`src/rtl/regfile_pkg.sv`:
```
// Shared types and constants for the register-file write port arbiter.
package regfile_pkg;

  localparam int unsigned REG_W = 64;
  localparam int unsigned NREG  = 32;
  localparam logic [4:0]  XZR   = 5'd31;

  typedef struct packed {
    logic [4:0]       wa;
    logic [REG_W-1:0] wd;
  } wr_req_t;

endpackage

```
`src/rtl/wr_fifo.sv`:
```
// Small synchronous FIFO of register-file write requests.
module wr_fifo
  import regfile_pkg::*;
#(
  parameter int unsigned DEPTH = 2
) (
  input  logic                       clk,
  input  logic                       reset,
  input  logic                       push,
  input  logic                       pop,
  input  wr_req_t                    wdata,
  output wr_req_t                    rdata,
  output logic [$clog2(DEPTH+1)-1:0] count,
  output logic                       full,
  output logic                       empty
);

  localparam int unsigned PtrW = (DEPTH > 1) ? $clog2(DEPTH) : 1;
  localparam int unsigned CntW = $clog2(DEPTH + 1);

  wr_req_t         mem [DEPTH];
  logic [PtrW-1:0] wptr_q, rptr_q;
  logic [CntW-1:0] count_q;
  logic            do_push, do_pop;

  assign full    = (count_q == CntW'(DEPTH));
  assign empty   = (count_q == '0);
  assign count   = count_q;
  assign rdata   = mem[rptr_q];
  assign do_push = push & ~full;
  assign do_pop  = pop & ~empty;

  always_ff @(posedge clk) begin
    if (do_push) begin
      mem[wptr_q] <= wdata;
    end
  end

  // DEPTH is a power of two, so pointers wrap naturally.
  always_ff @(posedge clk) begin
    if (!reset) begin
      wptr_q  <= '0;
      rptr_q  <= '0;
      count_q <= '0;
    end else begin
      if (do_push) wptr_q <= wptr_q + PtrW'(1);
      if (do_pop)  rptr_q <= rptr_q + PtrW'(1);
      count_q <= count_q + CntW'(do_push) - CntW'(do_pop);
    end
  end

endmodule

```
`src/rtl/regfile_wr_arbiter.sv`:
```
// Shares the regfile write port between writeback and queued multicycle results,
// with a starvation bound and a pending-write scoreboard for decode.
module regfile_wr_arbiter
  import regfile_pkg::*;
#(
  parameter int unsigned DATA_W     = 64,
  parameter int unsigned FIFO_DEPTH = 2,
  parameter int unsigned STARVE_MAX = 4
) (
  input  logic              clk,
  input  logic              reset,
  input  logic              wb_we,
  input  logic [4:0]        wb_wa,
  input  logic [DATA_W-1:0] wb_wd,
  output logic              wb_stall,
  input  logic              mc_issue,
  input  logic [4:0]        mc_issue_rd,
  output logic              issue_ok,
  input  logic              mc_valid,
  input  logic [4:0]        mc_wa,
  input  logic [DATA_W-1:0] mc_wd,
  output logic              mc_ready,
  output logic              we3,
  output logic [4:0]        wa3,
  output logic [DATA_W-1:0] wd3,
  input  logic [4:0]        ra1,
  input  logic [4:0]        ra2,
  output logic              busy1,
  output logic              busy2
);

  localparam int unsigned CntW = $clog2(FIFO_DEPTH + 1);
  localparam int unsigned StW  = $clog2(STARVE_MAX + 1);

  wr_req_t         mc_req, head;
  logic [CntW-1:0] fifo_count;
  logic            fifo_full, fifo_empty, fifo_push, fifo_pop;
  logic [StW-1:0]  starve_q, starve_d;
  logic [NREG-1:0] pending_q, pending_d;
  logic            forced;

  assign mc_req    = '{wa: mc_wa, wd: mc_wd};
  assign mc_ready  = reset & (fifo_count < CntW'(FIFO_DEPTH));
  assign fifo_push = mc_valid & mc_ready & ~fifo_full;

  wr_fifo #(
    .DEPTH (FIFO_DEPTH)
  ) u_fifo (
    .clk   (clk),
    .reset (reset),
    .push  (fifo_push),
    .pop   (fifo_pop),
    .wdata (mc_req),
    .rdata (head),
    .count (fifo_count),
    .full  (fifo_full),
    .empty (fifo_empty)
  );

  assign forced = ~fifo_empty & (starve_q == StW'(STARVE_MAX));

  always_comb begin
    we3      = 1'b0;
    wa3      = '0;
    wd3      = '0;
    wb_stall = 1'b0;
    fifo_pop = 1'b0;
    if (reset) begin
      if (forced) begin
        fifo_pop = 1'b1;
        wa3      = head.wa;
        wd3      = head.wd;
        wb_stall = wb_we;
      end else if (wb_we) begin
        wa3 = wb_wa;
        wd3 = wb_wd;
      end else if (!fifo_empty) begin
        fifo_pop = 1'b1;
        wa3      = head.wa;
        wd3      = head.wd;
      end
      // XZR writes are granted and consumed but never reach the regfile.
      we3 = (fifo_pop | wb_we) & (wa3 != XZR);
    end
  end

  always_comb begin
    starve_d = starve_q;
    if (fifo_empty || fifo_pop) begin
      starve_d = '0;
    end else if (wb_we && (starve_q != StW'(STARVE_MAX))) begin
      starve_d = starve_q + StW'(1);
    end
  end

  // Set after clear so a same-cycle reissue of the committing register wins.
  always_comb begin
    pending_d = pending_q;
    if (fifo_pop) pending_d[head.wa] = 1'b0;
    if (mc_issue && (mc_issue_rd != XZR)) pending_d[mc_issue_rd] = 1'b1;
  end

  always_ff @(posedge clk) begin
    if (!reset) begin
      starve_q  <= '0;
      pending_q <= '0;
    end else begin
      starve_q  <= starve_d;
      pending_q <= pending_d;
    end
  end

  assign busy1    = reset & pending_q[ra1] & ~(fifo_pop & (head.wa == ra1));
  assign busy2    = reset & pending_q[ra2] & ~(fifo_pop & (head.wa == ra2));
  assign issue_ok = ~reset | ~pending_q[mc_issue_rd];

endmodule

```
`config.mk`:
```
export PLATFORM = sky130hd
export DESIGN_NAME = regfile_wr_arbiter
export DESIGN_NICKNAME = d
export VERILOG_FILES = /design/src/rtl/regfile_pkg.sv /design/src/rtl/wr_fifo.sv /design/src/rtl/regfile_wr_arbiter.sv
export SDC_FILE = /design/constraint.sdc
export NUM_CORES = 1
export LEC_CHECK = 0
export CAP_MARGIN = 20
export CORE_MARGIN = 4
export CORE_UTILIZATION = 30
export DETAILED_ROUTE_END_ITERATION = 10
export PLACE_DENSITY = 0.66
export SETUP_SLACK_MARGIN = 0.5
export SLEW_MARGIN = 40
export SYNTH_ARGS = -nofsm -noshare
export SYNTH_HDL_FRONTEND = slang
export SYNTH_HIERARCHICAL = 1
export SYNTH_SLANG_ARGS = --single-unit
```
`constraint.sdc`:
```
create_clock -name clk -period 5.55 [get_ports clk]
set_clock_uncertainty 0.05 [all_clocks]
set_input_delay 1.3875 -clock clk [delete_from_list [all_inputs] [get_ports clk]]
set_output_delay 1.3875 -clock clk [all_outputs]
set_load 0.02 [all_outputs]
```
==> results.md <==
Outcome:
- The run finished with clean final reports.

Place:
- Buffers placed on the I/O ports in this run total 232.
- At the end of routability-driven placement, the weighted congestion stood at 0.8733.
- The post-detailed-placement half-perimeter wirelength is 15950 um.
- In this run, placement finished with an instance count of 1166.

Layout:
- Summing all flip-flop and latch instances after layout gives 4949 um2.
- The count of non-filler cells in the finished layout is 1199.
- Cells fill 42.66% of the core in the end.
- Cells with a size suffix above 1 make up 16.44% of the layout.
- The library cell used most frequently in the layout, excluding fill and tap cells, is clkdlybuf4s50_1.
- The top cell types in the final layout, fill and taps aside, are 225 x clkdlybuf4s50_1, 138 x edfxtp_1, 63 x a22o_1.
- The count of filler cells inserted in the layout is 2607.
- The final layout contains 970 nets.
- In the final layout, the multi-input gates occupy 3381 um2.
- The number of antenna diodes is 0.
- The signed area change from the synthesized netlist to the final layout is 39.33%.

Drt:
- In the routed design, unresolved DRC markers number 0.
- The number of DRC markers in iteration 0 is 343.
- The detailed router placed 6086 vias in this run.
- The number of iterations in the first detailed-routing pass is 4.
- In the final routed layout, each cell accounts on average for 19.30 um.
- The vias per cell is 5.076.
- The post-detailed-route count of antenna-violating nets is 0.
- The total length of routed wires is 23140 um.

Synth:
- For this run, the number of Yosys warnings is 6.
- The cell area after technology mapping is 8577 um2.
- The number of synthesized flops with an enable pin is 138.
- In the synthesized netlist the dominant register cell turns out to be edfxtp_1.
- Counting flops with an async set or reset pin after synthesis yields a share of 0%.
- Sequential elements use 57.65% of the synthesized area.
- The net count of the mapped netlist is 755.
- Synthesis produced 593 cells.
- The post-synthesis average cell area is 14.46 um2.
- In this run, synthesis produced a sequential element count of 178.
- The number of different library cells in the post-synthesis netlist is 50.

Global routing:
- Global routing consumed, over all layers together, 14.26% of the routing resources.
- The largest net degree at the start of global routing is 70.
- The number of antenna violations at the first check in global routing is 1.
- The global route total overflow is 0.
- The number of global-route vias before repair is 6164.
- The first global-routing pass estimated 34700 um of wire.

Worst setup path:
- The required time of the critical path is 4.11 ns.
- The critical path startpoint category is a primary input.
- The kind of critical path is in -> out.
- The number of cells on the worst reg-to-reg path is 12.
- The worst register-to-register path begins at starve_q[0].
- The worst setup path is captured at an output port.
- Along the worst path, the maximum fanout reaches 5.
- The reg-to-reg critical path endpoint is u_fifo/count[1].
- Across all register-to-register paths, the minimum setup slack is 2.95 ns.
- The data arrival time at the worst-slack endpoint is 3.55 ns.

Power:
- The clock network is responsible for 38.5% of the overall power.
- The switching share of power is 25.86%.
- The analysis attributes to net switching a power of 840.8 uW.
- VDD sags by at most 0.1707 mV.
- After layout, the design draws a total of 3251 uW.
- For this design the static power due to leakage is 0.004191 uW.
- The power per standard cell area is 272.1 nW/um2.
- Combinational logic burns 15.0% of the power.
- Per report_power, the sequential group accounts for 46.5% of the total.
- Internal power comes to 2410 uW.

STA:
- The worst path in the final design needs a cycle of 4.986 ns, including I/O delays and setup.
- For the final routed database, the setup TNS stands at 0 ns.
- The total of endpoints with negative setup slack in the final report is 0.
- The hold violation total from the final report came to 0.
- Setup repair after global routing could not meet its margin everywhere.
- Final hold analysis gives a worst-case slack of 0.4765 ns.
- At the pin with the least slew margin, the transition time is 0.6828 ns.
- The worst-case headroom to the max-slew limit is 54.48%.
- The worst path uses 89.84% of the clock period.
- The final number of max-transition violations is 0.
- The timing-limited maximum frequency is 0.2006 GHz.

Flow run:
- Across the run, the number of max-cap violations was 0.

Worst hold path:
- The worst hold path was traced through 2 stages.
- The startpoint of the tightest hold check path is u_fifo/wptr_q.
- The worst hold path belongs to the class reg -> reg.
- The path with the worst hold slack has its endpoint at u_fifo/wptr_q.

Die:
- The die footprint is 31360 um2.
- The total I/O pin count is 233.
- The initial utilization of the core area, before any placement, comes to 30.62%.
- The floorplan step set the die height to 177.1 um.
- The core outline area is 28010 um2.
- The row count is 61.
- The horizontal extent of the die is 177.1 um.

Clocking:
- Clock-pin slew was measured on the worst setup and hold paths at 0.07 ns.
- Buffers inserted to repair hold after CTS numbered 0.
- In this run the number of H-tree levels came out at 4.
- TritonCTS built the clock tree.
- Counting every sink on the clock net gives 178.
- The longest clock path from root to sink contains 2 buffers.
- The number of clock buffers inserted by TritonCTS is 17.
- The clock reaches the later pin of the worst-skew pair after 0.43 ns.
- The clock root buffer is clkbuf_16.
[cells in the mapped netlist, types with 9 or more instances]
master / instances / area share, %
xor2_1: 11 / 1.1
a22o_1: 63 / 6.4
mux2_4: 10 / 1.8
a32o_1: 16 / 1.9
clkbuf_1: 33 / 1.4
dfxtp_1: 40 / 9.3
edfxtp_1: 138 / 48
buf_2: 9 / 0.53
mux2_2: 59 / 7.7
nand2_1: 15 / 0.66
mux4_1: 16 / 4.9
nand3_1: 15 / 0.88
o21ai_0: 18 / 1.1
mux4_2: 10 / 2.6
o311ai_0: 17 / 1.7
nor2_1: 20 / 0.88
[cell type report]
class / instances / area share (%)
clock buffer: 17 / 3.560
clock inverter: 15 / 1.717
inverter: 8 / 0.2513
multi-input combinational: 358 / 28.29
sequential: 178 / 41.41
tap: 378 / 3.958
timing repair buffer: 245 / 20.81
[power groups by stage]
stage | combinational (uW) | sequential [uW] | clock (uW)
finish | 487 | 1510 | 1250
floorplan | 238 | 1540 | 0
global placement | 483 | 1540 | 0
CTS | 489 | 1510 | 1290
global route | 521 | 1520 | 1350
detailed placement | 487 | 1540 | 0
[worst max-delay path: stages]
cell	delay [ns]
dlygate4sd2_1	0.34
mux4_1	0.59
mux4_2	0.48
o211a_1	0.22
clkdlybuf4s50_1	0.53
[flip-flops by register name, summed over array words and instances (netlist names), named ones only]
name           flops
u_fifo/mem       138
pending_q         32
starve_q           3
u_fifo/count       2
u_fifo/rptr_q      1
u_fifo/wptr_q      1
[per-stage QoR]
step	instance area [um2]	setup WS, ns
2_1_floorplan	8579	0.8909
4_1_cts	11910	0.4319
3_3_place_gp	11280	0.3202
3_5_place_dp	11280	0.2957
6_report	11950	0.5638
5_1_grt	11950	0.4907
[worst max-delay path by stage]
| stage | startpoint | endpoint | slack (ns) |
|---|---|---|---|
| floorplan | reset | u_fifo/mem[0][0] | 0.89 |
| global placement | ra2[0] | busy2 | 0.32 |
| detailed placement | ra2[0] | busy2 | 0.30 |
| CTS | ra2[2] | busy2 | 0.43 |
| global route | ra2[0] | busy2 | 0.49 |
| finish | ra2[0] | busy2 | 0.56 |
[cell families (layout without fill, tap and decap cells)]
group / count (synthesis) / after routing / share of synthesized area, %
flip-flops: 178 / 178 / 57.65
AO/OA/AOI/OAI: 135 / 135 / 12.98
AND/OR/NAND/NOR: 106 / 106 / 6.725
multiplexers: 101 / 101 / 17.72
buffers and inverters: 57 / 285 / 3.107
XOR/XNOR: 12 / 12 / 1.225
adder cells (fa/ha/maj): 4 / 4 / 0.5835
[what timing repair did]
action	CTS	global route
gates resized for setup	4	5
setup endpoints to repair	5	5
hold endpoints to repair	0	0
cloned	0	1
setup buffers	0	0
[metal layers]
layer | vias to the layer above | global-route usage (%) | share of wire (%)
li1 | 2850 | - | -
met1 | 2942 | 18.23 | 42
met2 | 257 | 22.99 | 48
met3 | 35 | 4.614 | 8.3
met4 | 2 | 4.707 | 1.9
met5 | - | 0 | 0.056
Power figures use the tool's default switching activity.
